`src/rtl/buf_elastic.sv`:
```
// Registered valid/ready elastic buffer: WIDTH-bit words, DEPTH entries, strict FIFO order.
// The head word is held in an output register, so there is no combinational in->out path.
module buf_elastic #(
  parameter int WIDTH = 1,
  parameter int DEPTH = 4,
  parameter int CNT_W = 3
) (
  input  logic             CK,
  input  logic             RST,
  input  logic [WIDTH-1:0] in,
  input  logic             in_valid,
  output logic             in_ready,
  output logic [WIDTH-1:0] out,
  output logic             out_valid,
  input  logic             out_ready,
  output logic [CNT_W-1:0] count
);

  localparam int AW = $clog2(DEPTH);

  logic [WIDTH-1:0] mem [DEPTH];
  logic [AW-1:0]    wr_ptr;
  logic [AW-1:0]    rd_ptr;
  logic [AW-1:0]    rd_nxt;
  logic             live;
  logic             push;
  logic             pop;

  // live holds in_ready low during reset and for the edge on which reset is released
  assign in_ready  = live && (count < CNT_W'(DEPTH));
  assign out_valid = (count != '0);
  assign push      = in_valid & in_ready;
  assign pop       = out_valid & out_ready;
  assign rd_nxt    = rd_ptr + AW'(1);

  always_ff @(posedge CK) begin
    if (push) mem[wr_ptr] <= in;
  end

  always_ff @(posedge CK or posedge RST) begin
    if (RST) begin
      live   <= 1'b0;
      wr_ptr <= '0;
      rd_ptr <= '0;
      count  <= '0;
      out    <= '0;
    end else begin
      live <= 1'b1;
      if (push) wr_ptr <= wr_ptr + AW'(1);
      if (pop)  rd_ptr <= rd_nxt;
      case ({push, pop})
        2'b10:   count <= count + CNT_W'(1);
        2'b01:   count <= count - CNT_W'(1);
        default: count <= count;
      endcase
      // the incoming word becomes the head when the buffer is, or is about to be, empty
      if (push && ((count == '0) || (pop && (count == CNT_W'(1)))))
        out <= in;
      else if (pop && (count > CNT_W'(1)))
        out <= mem[rd_nxt];
    end
  end

`ifdef ENABLE_TIMING
  specify
    (CK => out)       = 0.01;
    (CK => out_valid) = 0.01;
  endspecify
`endif

endmodule
```
`config.mk`:
```
export PLATFORM = sky130hd
export DESIGN_NAME = buf_elastic
export DESIGN_NICKNAME = d
export VERILOG_FILES = /design/src/rtl/buf_elastic.sv
export SDC_FILE = /design/constraint.sdc
export NUM_CORES = 1
export LEC_CHECK = 0
export BUFFER_PORTS_ARGS = -buffer_cell sky130_fd_sc_hd__buf_2
export CAP_MARGIN = 20
export CORE_MARGIN = 3
export CORE_UTILIZATION = 53
export CTS_CLUSTER_DIAMETER = 120
export DETAILED_ROUTE_END_ITERATION = 8
export PLACE_DENSITY = 0.75
export REMOVE_ABC_BUFFERS = 1
export SYNTH_ARGS = -nofsm -noshare
export SYNTH_HDL_FRONTEND = slang
export SYNTH_SLANG_ARGS = --single-unit
```
`constraint.sdc`:
```
create_clock -name CK -period 1.7 [get_ports CK]
set_input_delay 0.17 -clock CK [delete_from_list [all_inputs] [get_ports CK]]
set_output_delay 0.17 -clock CK [all_outputs]
set_load 0.03 [all_outputs]
```
Word level (Yosys, flattened, before mapping). Memories as Yosys holds them, arrays and structs flattened. Index checks and enable logic that the tools add are counted.

Register bits after elaboration: 9. Bits in writable memories: 4. Input port bits: 5. Output and inout bits: 6. Word-level logic and storage cells: 31. Memories: 1.

$add $sub $neg: 4. Order comparisons: 2. Equal/unequal tests: 3. Muxes and demuxes: 5. Bitwise gates (word level): 2. Reduce and logical (&&, ||, !) cells: 9.

Memory list: mem (words 4, width 1, rd ports 1, clocked after Yosys merged registers in 0, write ports 1, line 21) `logic [WIDTH-1:0] mem [DEPTH];`.

Operators with widths (number): 3-bit one-hot mux with 2 select lines (1); 2-bit by 1-bit adder with 2-bit output (second input constant) (2); 1-bit logical AND (4); 1-bit two-way mux (4); 2-bit nonzero test (2); 3-bit by 1-bit adder with 3-bit output (second input constant) (1); 3-bit by 1-bit == test with 1-bit output (second input constant) (1); 3-bit by 1-bit > comparator with 1-bit output (second input constant) (1); 3-bit zero test (1); 3-bit less-than comparator (second input constant) (1); 3-bit nonzero test (1); 3-bit by 1-bit subtractor with 3-bit output (second input constant) (1); 1-bit AND (2); 2-bit by 1-bit == test with 1-bit output (second input constant) (1); 2-bit == test (second input constant) (1); 1-bit logical OR (1).

Logic depth before layout (Yosys ltp). Gate-level depths: netlist of run 1.

Word-level depth: 6. Depth in mapped cells: 8. Gate-level depth less buffers: 8.

Worst setup path before layout of run 1. Ideal clock, no wire load.

Path type: register to register. Start point: register count[0]. End point: register count[2]. Arrival: 1971 ps. Required time: 1562 ps. Path slack: -409 ps. Cell stages (with the launch flop): 9. Path buffers: 0. Clock period less this slack: 2109 ps. Cells stage by stage: dfrtp_1 inv_1 ha_1 nand2b_1 and2_1 ha_1 mux2i_1 nor2_1 xor2_1.

Elaborated cells between the ends (all ways): 11.

RTL lines: from (decl) (line 16) `output logic [CNT_W-1:0] count`; from (signal assigned) (line 52) `2'b10: count <= count + CNT_W'(1);`; from (signal assigned) (line 53) `2'b01: count <= count - CNT_W'(1);`; from (signal assigned) (line 54) `default: count <= count;`; 3-bit nonzero test * (line 31) `assign out_valid = (count != '0);`; named net out_valid (line 14) `output logic out_valid,`; 1-bit AND * (line 33) `assign pop = out_valid & out_ready;`; named net pop (line 27) `logic pop;`; 2-bit by 1-bit == test with 1-bit output or 2-bit == test (tied branches) (line 51) `case ({push, pop})`; 3-bit one-hot mux with 2 select lines or 2-bit nonzero test (tied branches).

Mark *: on every way through the listed nets, which the timed path passes. The rest lies on a longest branch. A chain may end at the register's enable or synchronous reset.

Final worst setup path of run 1.
Start point: register count[0]. End point: register out.

Longest elaborated chain between the ends: 6. Elaborated cells between the ends (all ways): 14.

Ends and longest elaborated chain: branches (longest 6 deep; another with 3-bit less-than comparator); to (signal assigned) (line 58) `out <= in;`; to (signal assigned) (line 60) `out <= mem[rd_nxt];`; to (decl) (line 13) `output logic [WIDTH-1:0] out,`.

Several ways; the timed one is not identified.

==> run_summary.xml, run 1 <==
<?xml version="1.0" encoding="UTF-8"?>
<metrics>
  <group name="outcome">
    <metric name="outcome" unit="">complete, but fails checks</metric>
    <metric name="violated_checks" unit="">negative setup slack</metric>
  </group>
  <group name="hold_path">
    <metric name="hold_start" unit="">in</metric>
    <metric name="worst_hold_path_class" unit="">in2reg</metric>
  </group>
  <group name="place">
    <metric name="dpl_cell_area" unit="um2">802</metric>
    <metric name="place.detailed.hpwl" unit="um">839</metric>
    <metric name="gp_congestion" unit="">0.711</metric>
    <metric name="portBuffers" unit="">10</metric>
  </group>
  <group name="floorplanning">
    <metric name="fp.dieW" unit="um">42.5</metric>
    <metric name="chipHeight" unit="um">42.5</metric>
    <metric name="core_area" unit="um2">1170</metric>
    <metric name="die_ar" unit="um2">1800</metric>
    <metric name="start_util" unit="">0.601</metric>
    <metric name="std_cell_rows" unit="">12</metric>
    <metric name="top_level_ports" unit="">11</metric>
  </group>
  <group name="pwr">
    <metric name="static-leakage-power" unit="nW">0.426</metric>
    <metric name="powerDensity" unit="nW/um2">1860</metric>
    <metric name="totalPowerFinal" unit="mW">1.66</metric>
    <metric name="ir_worst_vdd" unit="V">0.00122</metric>
  </group>
  <group name="finish">
    <metric name="seq_area" unit="um2">347</metric>
    <metric name="finalInstanceArea" unit="um2">892</metric>
    <metric name="final_layout_size_suffix_gt1_frac" unit="">0.423</metric>
    <metric name="diodes" unit="">0</metric>
    <metric name="final.fill_count" unit="">77</metric>
    <metric name="area_taken_by_multi_input_logic_gates" unit="um2">372</metric>
    <metric name="postLayoutCoreUtil" unit="">0.762</metric>
    <metric name="final_net_count" unit="">93</metric>
    <metric name="area.growth.synth_to_final" unit="%">26.6</metric>
  </group>
  <group name="yosys">
    <metric name="post_synth.cell_area_avg" unit="um2">12.4</metric>
    <metric name="synth-seq-area-share" unit="">0.490</metric>
    <metric name="count_of_cell_types_in_the_netlist" unit="">22</metric>
    <metric name="synth_mux_area_frac" unit="">0.0888</metric>
    <metric name="synth-seq-cells" unit="">13</metric>
    <metric name="count_of_synthesis_stage_warnings_from_yosys" unit="">0</metric>
    <metric name="synth_adder_area_share" unit="">0.160</metric>
    <metric name="synth-simple-area-share" unit="">0.108</metric>
    <metric name="synth-compound-area-share" unit="">0.0391</metric>
    <metric name="synth-xor-area-share" unit="">0.0746</metric>
    <metric name="netlist_area" unit="um2">704</metric>
    <metric name="netlist_instances" unit="">57</metric>
    <metric name="main_combinational_cell_family_by_area_after_synthesis" unit="">adder cells</metric>
  </group>
  <group name="routing">
    <metric name="first_iter_violations" unit="">14</metric>
    <metric name="drt_wl_total" unit="um">1370</metric>
    <metric name="post_drt_via_cell_ratio" unit="">5.10</metric>
    <metric name="num_vias" unit="">469</metric>
    <metric name="detail-route-antenna-nets" unit="">0</metric>
    <metric name="drt_first_pass_iters" unit="">4</metric>
    <metric name="drcViolationCount" unit="">0</metric>
    <metric name="drt-wirelength-per-cell" unit="um">14.8</metric>
  </group>
  <group name="worst_setup_path">
    <metric name="cp_num_buf_inv" unit="">1</metric>
    <metric name="regToRegStartpoint" unit="">count[0]$_DFFE_PP0P_</metric>
    <metric name="setup.worst_path.end_class" unit="">flop</metric>
    <metric name="worst_setup_path_start_kind" unit="">flop</metric>
    <metric name="timing.critical_path.mode_cell" unit="">sky130_fd_sc_hd__mux2_4</metric>
    <metric name="timing.critical_path.slowest_stage_cell" unit="">sky130_fd_sc_hd__dfrtp_1</metric>
    <metric name="crit_path_max_fanout" unit="">3</metric>
    <metric name="critPathKind" unit="">reg2reg</metric>
    <metric name="arr_time_crit_path" unit="ns">1.86</metric>
    <metric name="timing.critical_path.slowest_cell_delay" unit="ns">0.41</metric>
    <metric name="cpLargestDelayFamily" unit="">multiplexers</metric>
    <metric name="worstPathRequired" unit="ns">1.86</metric>
    <metric name="worstSetupStartpoint" unit="">count[0]$_DFFE_PP0P_</metric>
    <metric name="path_cells" unit="">buf_4 -&gt; ha_1 -&gt; a21oi_2 -&gt; nor2_4 -&gt; mux2_4 -&gt; mux2_4</metric>
  </group>
  <group name="clock_tree">
    <metric name="h_tree_depth_reported_by_cts" unit="">1</metric>
    <metric name="clock_tree.root_cell" unit="">sky130_fd_sc_hd__clkbuf_4</metric>
    <metric name="cts_tree" unit="">done</metric>
    <metric name="clockBufferDepth" unit="">2</metric>
    <metric name="cts_buffers" unit="">3</metric>
    <metric name="cts.sink_count" unit="">13</metric>
    <metric name="insertion_delay" unit="ns">0.27</metric>
    <metric name="clk_transition_reported_paths" unit="ns">0.08</metric>
  </group>
  <group name="sta">
    <metric name="setup_viol" unit="">1</metric>
    <metric name="clock-skew-final" unit="ns">0.00418</metric>
    <metric name="timing.final.ws_setup" unit="ns">-0.000665</metric>
    <metric name="period_share" unit="">1.00</metric>
    <metric name="finalHoldViolCount" unit="">0</metric>
    <metric name="max_freq" unit="MHz">588</metric>
    <metric name="timing_max_transition_violations_final" unit="">0</metric>
    <metric name="finalWorstPathRequiredPeriod" unit="ns">1.70</metric>
  </group>
  <group name="grt">
    <metric name="grt_first_pass_wirelength" unit="um">2100</metric>
    <metric name="first_global_vias" unit="">492</metric>
    <metric name="grt_start_max_net_pins" unit="">10</metric>
    <metric name="antenna_violations_before_repair" unit="">0</metric>
    <metric name="overflow" unit="">0</metric>
    <metric name="grtUsageTotal" unit="">0.160</metric>
  </group>
  <group name="job">
    <metric name="max_cap_violations" unit="">0</metric>
  </group>
</metrics>
-- synthesized netlist by cell type, drive strengths merged --
| cell type | n | area [um2] |
|---|---|---|
| dfrtp | 9 | 225 |
| ha | 9 | 113 |
| inv | 5 | 18.8 |
| and3 | 4 | 25.0 |
| edfxtp | 4 | 120 |
| xnor2 | 4 | 35.0 |
| nand2 | 3 | 11.3 |
| o21ai | 3 | 15.0 |
| and2 | 2 | 15.0 |
| mux2 | 2 | 30.0 |
| nor2 | 2 | 10.0 |
| xor2 | 2 | 17.5 |
| a211oi | 1 | 7.51 |
| a21oi | 1 | 5.00 |
| clkinv | 1 | 5.00 |
| conb | 1 | 3.75 |
| mux2i | 1 | 10.0 |
| mux4 | 1 | 22.5 |
| nand2b | 1 | 6.26 |
| nor2b | 1 | 8.76 |
-- sequential cells by signal, indices dropped and copies added, names as in the netlist --
| name | flops |
|---|---|
| rd_ptr | 2 |
| count | 3 |
| out | 1 |
| mem | 4 |
| live | 1 |
| wr_ptr | 2 |
-- worst paths after layout --
kind	slack [ns]	cells past startpoint	end
min in group asynchronous	0.41	3	rd_ptr[0]$_DFFE_PP0P_
setup / recovery	-0.0007	6	out$_DFFE_PP0P_
max in group asynchronous	1.01	3	count[2]$_DFFE_PP0P_
hold / removal	0.14	1	mem[1]$_DFFE_PP_
hold reg to reg	0.51	1	rd_ptr[1]$_DFFE_PP0P_
setup reg to reg	-0.0007	6	out$_DFFE_PP0P_
-- logic make-up (layout without fill, tap and decap cells) --
kind of cell             Yosys count  count (layout)
AO/OA/AOI/OAI                      5               5
multiplexers                       4               4
AND/OR/NAND/NOR                   13              13
other                              1               1
buffers and inverters              6              27
XOR/XNOR                           6               6
adder cells (fa/ha/maj)            9               9
flip-flops                        13              13
-- worst register-to-register path: stages, from the launching register on --
cell and delay, ns:
sky130_fd_sc_hd__dfrtp_1 0.41, sky130_fd_sc_hd__buf_4 0.14, sky130_fd_sc_hd__ha_1 0.23, sky130_fd_sc_hd__a21oi_2 0.21
sky130_fd_sc_hd__nor2_4 0.05, sky130_fd_sc_hd__mux2_4 0.29, sky130_fd_sc_hd__mux2_4 0.26
-- per-layer routing --
layer | global-route usage | vias to the layer above | wire (um)
li1 | - | 232 | -
met1 | 0.185 | 218 | 567
met2 | 0.264 | 11 | 689
met3 | 0.0386 | 8 | 38
met4 | 0.0932 | 0 | 70
met5 | 0 | - | 0
-- final cells by class --
cell class                      count  share of cell area
Multi-Input combinational cell     38               0.417
Sequential cell                    13               0.388
Timing Repair Buffer               17               0.118
Clock buffer                        4              0.0295
Inverter                            6              0.0281
Tap cell                           14              0.0196
-- placed cells by master (no fill, tap or decap) --
cell type,n
sky130_fd_sc_hd__a211oi_1,1
sky130_fd_sc_hd__a21oi_2,1
sky130_fd_sc_hd__and2_4,2
sky130_fd_sc_hd__and3_1,4
sky130_fd_sc_hd__buf_2,10
sky130_fd_sc_hd__buf_4,6
sky130_fd_sc_hd__clkbuf_1,1
sky130_fd_sc_hd__clkbuf_4,3
sky130_fd_sc_hd__conb_1,1
sky130_fd_sc_hd__dfrtp_1,8
sky130_fd_sc_hd__dfrtp_2,1
sky130_fd_sc_hd__dlygate4sd3_1,1
sky130_fd_sc_hd__edfxtp_1,4
sky130_fd_sc_hd__ha_1,7
sky130_fd_sc_hd__ha_4,2
sky130_fd_sc_hd__inv_1,3
sky130_fd_sc_hd__inv_2,2
sky130_fd_sc_hd__inv_4,1
sky130_fd_sc_hd__mux2_4,2
sky130_fd_sc_hd__mux2i_1,1
sky130_fd_sc_hd__mux4_2,1
sky130_fd_sc_hd__nand2_1,3
sky130_fd_sc_hd__nand2b_1,1
sky130_fd_sc_hd__nor2_1,1
sky130_fd_sc_hd__nor2_4,1
sky130_fd_sc_hd__nor2b_2,1
sky130_fd_sc_hd__o21ai_0,3
sky130_fd_sc_hd__xnor2_1,4
sky130_fd_sc_hd__xor2_1,2
-- per-stage QoR --
step                setup TNS, ns  setup slack (ns)  hold slack, ns  std cells
floorplan                   -1.19            -0.409        -0.00208         57
CTS                             0            0.0204           0.131         90
finish                  -0.000665         -0.000665           0.139         92
global route              -0.0583           -0.0583           0.130         92
detailed placement              0            0.0309           0.152         85
global placement                0            0.0859           0.147         85
-- where the power goes --
group | internal, mW | leakage (nW) | switching [mW] | total [mW]
Clock | 0.0909 | 0.0150 | 0.100 | 0.191
Sequential | 0.437 | 0.142 | 0.0936 | 0.530
Combinational | 0.447 | 0.269 | 0.492 | 0.939
Total | 0.975 | 0.426 | 0.686 | 1.66
-- timing repair --
item	in CTS	in global routing
resized for setup	1	10
hold buffers	1	0
pin swaps	0	4
setup buffers	0	2
setup endpoints to repair	1	2
cloned	0	0
hold endpoints to repair	9	0
Note: power is estimated with default switching activity, not from simulation.
==> run 2: changes to the inputs <==
Settings changed: CELL_PAD_IN_SITES_DETAIL_PLACEMENT set to 0, CELL_PAD_IN_SITES_GLOBAL_PLACEMENT set to 2, CORE_ASPECT_RATIO set to 0.8, CORE_UTILIZATION 53 to 35, PLACE_DENSITY 0.75 to unset, PLACE_DENSITY_LB_ADDON set to 0.1, RECOVER_POWER set to 100.
==> run 2 against run 1 <==
  * The flow now finishes without violations
  * Global-route usage shrank 5.1 points
  * Non-clock buffer count up 1
  * Sequential share of layout area grew 0.89 points
  * Largest cell class is now flip-flops and latches
  * Largest power group unchanged
==> run_summary.xml, run 2 (synthesized netlist as in run 1, its figures left out) <==
<?xml version="1.0" encoding="UTF-8"?>
<metrics>
  <group name="routing">
    <metric name="routed-wl-met2" unit="um">457</metric>
    <metric name="drt_wl_total" unit="um">1110</metric>
    <metric name="m1WireLength" unit="um">586</metric>
    <metric name="drt_first_pass_iters" unit="">3</metric>
    <metric name="topRoutingLayerUsed" unit="">met3</metric>
    <metric name="drt-wirelength-per-cell" unit="um">11.0</metric>
    <metric name="post_drt_via_cell_ratio" unit="">4.45</metric>
    <metric name="dr_wl_met3" unit="um">68</metric>
    <metric name="first_iter_violations" unit="">6</metric>
    <metric name="drcViolationCount" unit="">0</metric>
    <metric name="num_vias" unit="">449</metric>
    <metric name="detail-route-antenna-nets" unit="">0</metric>
  </group>
  <group name="floorplanning">
    <metric name="die_ar" unit="um2">2590</metric>
    <metric name="core_area" unit="um2">1760</metric>
    <metric name="fp.dieW" unit="um">56.2</metric>
    <metric name="chipHeight" unit="um">46.1</metric>
    <metric name="start_util" unit="">0.401</metric>
    <metric name="std_cell_rows" unit="">13</metric>
    <metric name="top_level_ports" unit="">11</metric>
  </group>
  <group name="outcome">
    <metric name="outcome" unit="">finished clean</metric>
  </group>
  <group name="sta">
    <metric name="timing.final.ws_setup" unit="ns">0.105</metric>
    <metric name="period_share" unit="">0.938</metric>
    <metric name="setup_viol" unit="">0</metric>
    <metric name="finalWorstPathRequiredPeriod" unit="ns">1.60</metric>
    <metric name="finalHoldViolCount" unit="">0</metric>
    <metric name="max_freq" unit="MHz">627</metric>
    <metric name="clock-skew-final" unit="ns">0.00345</metric>
    <metric name="setup_total_negative_slack" unit="ns">0</metric>
    <metric name="timing_max_transition_violations_final" unit="">0</metric>
  </group>
  <group name="clock_tree">
    <metric name="cts.sink_count" unit="">13</metric>
    <metric name="clock_tree.root_cell" unit="">sky130_fd_sc_hd__clkbuf_4</metric>
    <metric name="h_tree_depth_reported_by_cts" unit="">1</metric>
    <metric name="cts_tree" unit="">done</metric>
    <metric name="insertion_delay" unit="ns">0.27</metric>
    <metric name="cts_buffers" unit="">3</metric>
    <metric name="clk_transition_reported_paths" unit="ns">0.08</metric>
    <metric name="clockBufferDepth" unit="">2</metric>
  </group>
  <group name="grt">
    <metric name="first_global_vias" unit="">458</metric>
    <metric name="grt_first_pass_wirelength" unit="um">2060</metric>
    <metric name="antenna_violations_before_repair" unit="">0</metric>
    <metric name="grt_start_max_net_pins" unit="">10</metric>
    <metric name="overflow" unit="">0</metric>
    <metric name="grtUsageTotal" unit="">0.109</metric>
  </group>
  <group name="finish">
    <metric name="finalInstanceArea" unit="um2">872</metric>
    <metric name="final_net_count" unit="">94</metric>
    <metric name="final_layout_size_suffix_gt1_frac" unit="">0.342</metric>
    <metric name="diodes" unit="">0</metric>
    <metric name="reg_top3" unit="">mem (4), count (3)</metric>
    <metric name="largest_reg_flops" unit="">4</metric>
    <metric name="post_layout_nonfiller_instances" unit="">101</metric>
    <metric name="area.growth.synth_to_final" unit="%">23.8</metric>
    <metric name="layout_commonest_cell" unit="">sky130_fd_sc_hd__dfrtp_1</metric>
    <metric name="highest_count_cells_in_the_layout_ignoring_fill_and_taps" unit="">8 x sky130_fd_sc_hd__dfrtp_1, 7 x sky130_fd_sc_hd__ha_1, 7 x sky130_fd_sc_hd__clkbuf_1, 6 x sky130_fd_sc_hd__buf_4, 5 x sky130_fd_sc_hd__buf_2</metric>
    <metric name="registers.top_by_ff_count" unit="">mem</metric>
  </group>
  <group name="pwr">
    <metric name="combPwrFrac" unit="">0.533</metric>
    <metric name="intPower" unit="uW">916</metric>
    <metric name="swShare" unit="">0.404</metric>
    <metric name="p_seq_frac" unit="">0.345</metric>
    <metric name="totalPowerFinal" unit="mW">1.54</metric>
    <metric name="powerDensity" unit="nW/um2">1760</metric>
    <metric name="ir_worst_vdd" unit="V">0.000905</metric>
    <metric name="clock_power_share" unit="">0.122</metric>
    <metric name="static-leakage-power" unit="nW">0.408</metric>
    <metric name="p_switching" unit="uW">621</metric>
  </group>
  <group name="worst_setup_path">
    <metric name="worstPathRequired" unit="ns">1.86</metric>
    <metric name="crit_path_max_fanout" unit="">4</metric>
    <metric name="critPathKind" unit="">reg2reg</metric>
    <metric name="worst_setup_path_start_kind" unit="">flop</metric>
    <metric name="setup.worst_path.end_class" unit="">flop</metric>
    <metric name="arr_time_crit_path" unit="ns">1.75</metric>
    <metric name="timing.reg2reg.worst_path_depth" unit="">6</metric>
  </group>
  <group name="hold_path">
    <metric name="worstHoldPathCells" unit="">1</metric>
    <metric name="worst_hold_path_class" unit="">in2reg</metric>
  </group>
  <group name="place">
    <metric name="preCtsSetupSlack" unit="ns">0.0446</metric>
    <metric name="gp_congestion" unit="">0.701</metric>
    <metric name="portBuffers" unit="">10</metric>
    <metric name="dpl_cell_area" unit="um2">820</metric>
    <metric name="placed_cells" unit="">94</metric>
    <metric name="place.detailed.hpwl" unit="um">927</metric>
  </group>
  <group name="job">
    <metric name="max_cap_violations" unit="">0</metric>
  </group>
</metrics>
## run 2: cell types whose count changed in the layout (fill, tap and decap cells not counted)
cell | previous run | this run
sky130_fd_sc_hd__a21oi_1 | 0 | 1
sky130_fd_sc_hd__buf_2 | 10 | 5
sky130_fd_sc_hd__inv_2 | 2 | 1
sky130_fd_sc_hd__clkbuf_1 | 1 | 7
sky130_fd_sc_hd__ha_2 | 0 | 2
sky130_fd_sc_hd__ha_4 | 2 | 0
sky130_fd_sc_hd__clkinv_2 | 0 | 1
sky130_fd_sc_hd__nor2_4 | 1 | 0
sky130_fd_sc_hd__inv_4 | 1 | 0
sky130_fd_sc_hd__nor2_2 | 0 | 2
sky130_fd_sc_hd__a21oi_2 | 1 | 0
sky130_fd_sc_hd__inv_1 | 3 | 4
sky130_fd_sc_hd__nor2_1 | 1 | 0
## run 2: routing by layer
layer	up-vias	global-route usage
met4	0	0.0427
met2	10	0.159
li1	232	-
met1	207	0.144
met3	0	0.0448
met5	-	0
## run 2: power by group through the flow
| stage | registers, mW | logic, mW | clock network [mW] |
|---|---|---|---|
| 2_1_floorplan | 0.626 | 0.454 | 0 |
| 3_3_place_gp | 0.538 | 0.783 | 0 |
| 3_5_place_dp | 0.540 | 0.783 | 0 |
| 4_1_cts | 0.533 | 0.789 | 0.196 |
| 5_1_grt | 0.545 | 0.934 | 0.214 |
| 6_report | 0.530 | 0.819 | 0.188 |
## run 2: per-stage QoR
step | hold WS [ns] | util
after floorplan | -0.00208 | -
after global placement | 0.157 | 0.467
after detailed placement | 0.158 | 0.467
after CTS | 0.136 | 0.487
after global routing | 0.213 | 0.496
final | 0.212 | 0.496
## run 2: timing repair
item | in CTS | in global routing
buffers inserted | 0 | 2
hold buffers | 1 | 0
gates resized for setup | 0 | 6
endpoints found under the setup margin | 0 | 3
hold endpoints to repair | 9 | 0
## run 2: layout make-up
| class | count | area, um2 |
|---|---|---|
| inverter | 6 | 23.8 |
| clock buffer | 4 | 26.3 |
| timing repair buffer | 18 | 103 |
| tap | 22 | 27.5 |
| multi-input combinational | 38 | 345 |
| fill | 171 | 885 |
| sequential | 13 | 347 |
## run 2: worst paths after layout
check,slack [ns],startpoint,end
setup / recovery,0.10,count[2]$_DFFE_PP0P_,out$_DFFE_PP0P_
hold / removal,0.21,in,mem[2]$_DFFE_PP_
setup reg to reg,0.10,count[2]$_DFFE_PP0P_,out$_DFFE_PP0P_
hold reg to reg,0.51,rd_ptr[1]$_DFFE_PP0P_,rd_ptr[1]$_DFFE_PP0P_
max in group asynchronous,1.02,RST,count[2]$_DFFE_PP0P_
min in group asynchronous,0.40,RST,live$_DFF_PP0_
## run 2: worst max-delay path, cell delays in order, from the launching register on
cell                       delay, ns
sky130_fd_sc_hd__dfrtp_2        0.44
sky130_fd_sc_hd__nor2b_2        0.13
sky130_fd_sc_hd__and2_4         0.16
sky130_fd_sc_hd__clkinv_2       0.08
sky130_fd_sc_hd__nor2_2         0.12
sky130_fd_sc_hd__mux2_4         0.30
sky130_fd_sc_hd__mux2_4         0.25
==> run 3: changes to the inputs <==
Settings changed: PLACE_DENSITY_LB_ADDON 0.1 to 0.05, REMOVE_ABC_BUFFERS 1 to unset.
==> run 3 against run 2 <==
  * Clock power fell by 3%
  * Global-route usage fell by 0.74 points
  * Flip-flop and latch count did not move
  * Critical endpoint unchanged
  * Register-to-register slack got worse by 0.02 ns
  * Setup slack got worse by 0.024 ns
  * Critical path type unchanged
  * Sequential power rose by 2%
  * Critical path depth did not move
  * Die area did not move
  * Highest routed layer unchanged
  * Core utilization rose by 0.14 points
  * Design area rose by 0.29%
  * Fmax fell by 1.5%
  * Non-clock buffer count fell by 4
==> run_summary.xml, run 3 (synthesized netlist as in run 1, its figures left out) <==
<?xml version="1.0" encoding="UTF-8"?>
<metrics>
  <group name="routing">
    <metric name="drt_first_pass_iters" unit="">2</metric>
    <metric name="first_iter_violations" unit="">7</metric>
    <metric name="num_vias" unit="">417</metric>
    <metric name="detail-route-antenna-nets" unit="">0</metric>
    <metric name="drcViolationCount" unit="">0</metric>
    <metric name="post_drt_via_cell_ratio" unit="">4.30</metric>
    <metric name="drt_wl_total" unit="um">1110</metric>
    <metric name="drt-wirelength-per-cell" unit="um">11.4</metric>
  </group>
  <group name="sta">
    <metric name="clock-skew-final" unit="ns">0.00317</metric>
    <metric name="final.hold.worst_slack" unit="ns">0.221</metric>
    <metric name="setup_viol" unit="">0</metric>
    <metric name="timing_max_transition_violations_final" unit="">0</metric>
    <metric name="timing.final.ws_setup" unit="ns">0.0803</metric>
    <metric name="period_share" unit="">0.953</metric>
    <metric name="finalHoldViolCount" unit="">0</metric>
    <metric name="finalWorstPathRequiredPeriod" unit="ns">1.62</metric>
    <metric name="setup_repair_after_global_routing_missed_its_margin" unit="">no</metric>
    <metric name="max_freq" unit="MHz">617</metric>
  </group>
  <group name="finish">
    <metric name="highest_count_cells_in_the_layout_ignoring_fill_and_taps" unit="">8 x sky130_fd_sc_hd__clkbuf_1, 7 x sky130_fd_sc_hd__ha_1, 7 x sky130_fd_sc_hd__dfrtp_1, 5 x sky130_fd_sc_hd__inv_1</metric>
    <metric name="registers.top_by_ff_count" unit="">mem</metric>
    <metric name="largest_reg_flops" unit="">4</metric>
    <metric name="layout_commonest_cell" unit="">sky130_fd_sc_hd__clkbuf_1</metric>
    <metric name="final.fill_count" unit="">159</metric>
    <metric name="final_net_count" unit="">90</metric>
    <metric name="area.growth.synth_to_final" unit="%">24.2</metric>
    <metric name="final_layout_size_suffix_gt1_frac" unit="">0.307</metric>
    <metric name="diodes" unit="">0</metric>
    <metric name="reg_top3" unit="">mem (4), count (3)</metric>
  </group>
  <group name="floorplanning">
    <metric name="top_level_ports" unit="">11</metric>
    <metric name="start_util" unit="">0.401</metric>
    <metric name="core_area" unit="um2">1760</metric>
    <metric name="chipHeight" unit="um">46.1</metric>
    <metric name="die_ar" unit="um2">2590</metric>
    <metric name="std_cell_rows" unit="">13</metric>
    <metric name="fp.dieW" unit="um">56.2</metric>
  </group>
  <group name="place">
    <metric name="preCtsSetupSlack" unit="ns">0.0690</metric>
    <metric name="portBuffers" unit="">10</metric>
    <metric name="gp_congestion" unit="">0.727</metric>
    <metric name="place.detailed.hpwl" unit="um">899</metric>
  </group>
  <group name="worst_setup_path">
    <metric name="path_cells" unit="">inv_1 -&gt; ha_1 -&gt; a21oi_2 -&gt; nor2_4 -&gt; mux2_4 -&gt; mux2_4</metric>
    <metric name="timing.reg2reg.worst_path_depth" unit="">6</metric>
    <metric name="timing.critical_path.slowest_cell_delay" unit="ns">0.41</metric>
    <metric name="arr_time_crit_path" unit="ns">1.77</metric>
    <metric name="worst_setup_path_start_kind" unit="">flop</metric>
    <metric name="critPathKind" unit="">reg2reg</metric>
    <metric name="ff2ff_setup_slack" unit="ns">0.08</metric>
    <metric name="worstPathRequired" unit="ns">1.86</metric>
    <metric name="regToRegEndpoint" unit="">out$_DFFE_PP0P_</metric>
    <metric name="timing.critical_path.slowest_stage_cell" unit="">sky130_fd_sc_hd__dfrtp_2</metric>
    <metric name="timing.critical_path.mode_cell" unit="">sky130_fd_sc_hd__mux2_4</metric>
    <metric name="setup.worst_path.end_class" unit="">flop</metric>
    <metric name="crit_path_max_fanout" unit="">4</metric>
    <metric name="regToRegStartpoint" unit="">count[1]$_DFFE_PP0P_</metric>
  </group>
  <group name="clock_tree">
    <metric name="number_of_buffers_added_for_setup_after_cts" unit="">0</metric>
    <metric name="clockBufferDepth" unit="">2</metric>
    <metric name="clock_tree.root_cell" unit="">sky130_fd_sc_hd__clkbuf_4</metric>
    <metric name="cts_tree" unit="">done</metric>
    <metric name="cts.sink_count" unit="">13</metric>
    <metric name="cts_buffers" unit="">3</metric>
    <metric name="clk_transition_reported_paths" unit="ns">0.07</metric>
    <metric name="insertion_delay" unit="ns">0.27</metric>
    <metric name="h_tree_depth_reported_by_cts" unit="">1</metric>
  </group>
  <group name="pwr">
    <metric name="intPower" unit="uW">910</metric>
    <metric name="swShare" unit="">0.412</metric>
    <metric name="p_switching" unit="uW">637</metric>
    <metric name="p_seq_frac" unit="">0.350</metric>
    <metric name="clock_power_share" unit="">0.117</metric>
    <metric name="ir_worst_vdd" unit="V">0.000943</metric>
    <metric name="combPwrFrac" unit="">0.533</metric>
    <metric name="totalPowerFinal" unit="mW">1.55</metric>
    <metric name="static-leakage-power" unit="nW">0.400</metric>
    <metric name="powerDensity" unit="nW/um2">1770</metric>
  </group>
  <group name="hold_path">
    <metric name="worstHoldEndpoint" unit="">mem[1]$_DFFE_PP_</metric>
    <metric name="hold_start" unit="">in</metric>
    <metric name="worst_hold_path_class" unit="">in2reg</metric>
    <metric name="worstHoldPathCells" unit="">1</metric>
  </group>
  <group name="grt">
    <metric name="grtUsageTotal" unit="">0.101</metric>
    <metric name="grt_first_pass_wirelength" unit="um">1880</metric>
    <metric name="overflow" unit="">0</metric>
    <metric name="grt_start_max_net_pins" unit="">10</metric>
    <metric name="first_global_vias" unit="">439</metric>
    <metric name="antenna_violations_before_repair" unit="">0</metric>
  </group>
  <group name="job">
    <metric name="max_cap_violations" unit="">0</metric>
  </group>
  <group name="yosys">
    <metric name="synth.net_count" unit="">71</metric>
  </group>
  <group name="outcome">
    <metric name="outcome" unit="">finished clean</metric>
  </group>
</metrics>
## run 3: cell count changes in the layout (fill, tap and decap cells not counted), sizes merged
cell	delta
buf	-6
clkbuf	+2
## run 3: worst max path at each step
stage	startpoint	endpoint	slack, ns	cells after the start
finish	count[1]$_DFFE_PP0P_	out$_DFFE_PP0P_	0.08	6
global placement	count[0]$_DFFE_PP0P_	count[2]$_DFFE_PP0P_	0.08	8
floorplan	count[2]$_DFFE_PP0P_	out$_DFFE_PP0P_	-0.07	6
global route	count[1]$_DFFE_PP0P_	out$_DFFE_PP0P_	0.01	6
CTS	count[0]$_DFFE_PP0P_	count[2]$_DFFE_PP0P_	0.06	7
detailed placement	count[0]$_DFFE_PP0P_	out$_DFFE_PP0P_	0.07	6
## run 3: power by group through the flow
stage | Sequential (mW) | Combinational [mW] | Clock, mW
2_1_floorplan | 0.640 | 0.507 | 0
3_3_place_gp | 0.550 | 0.819 | 0
3_5_place_dp | 0.550 | 0.809 | 0
4_1_cts | 0.545 | 0.814 | 0.196
5_1_grt | 0.563 | 0.913 | 0.211
6_report | 0.541 | 0.824 | 0.182
## run 3: area by class of cell
class / instances / area (um2) / area share
multi-input cells: 38 / 374 / 0.428
well taps: 22 / 27.5 / 0.0315
flip-flops and latches: 13 / 348 / 0.398
inverters: 6 / 27.5 / 0.0315
clock buffers: 4 / 26.3 / 0.0300
repair buffers: 14 / 71.3 / 0.0815
## run 3: repair_timing
item,CTS,global route
gates resized for setup,0,2
hold buffers,1,0
setup endpoints to repair,0,2
hold endpoints to repair,9,0
## run 3: through the flow
stage	setup TNS (ns)	utilization	instances	area (um2)
after floorplan	-0.125	-	57	737
after global placement	0	0.476	92	837
after detailed placement	0	0.476	92	837
after CTS	0	0.497	97	873
after global routing	0	0.498	97	875
final	0	0.498	97	875
## run 3: routing by layer
| metal | vias to the layer above | routed length, um | GRT usage | share of wire |
|---|---|---|---|---|
| li1 | 224 | - | - | - |
| met1 | 184 | 626 | 0.136 | 0.57 |
| met2 | 9 | 429 | 0.140 | 0.39 |
| met3 | 0 | 51 | 0.0476 | 0.046 |
| met4 | 0 | 0 | 0.0427 | 0 |
| met5 | - | 0 | 0 | 0 |
## run 3: worst max-delay path, delay by kind of cell, from the launching register on
kind	cells	cell delay, ns
muxes	2	0.55
DFF	1	0.41
adders and majority gates	1	0.22
buffers and inverters	1	0.14
and+or+nand+nor	1	0.10
AOI/OAI and AO/OA	1	0.08
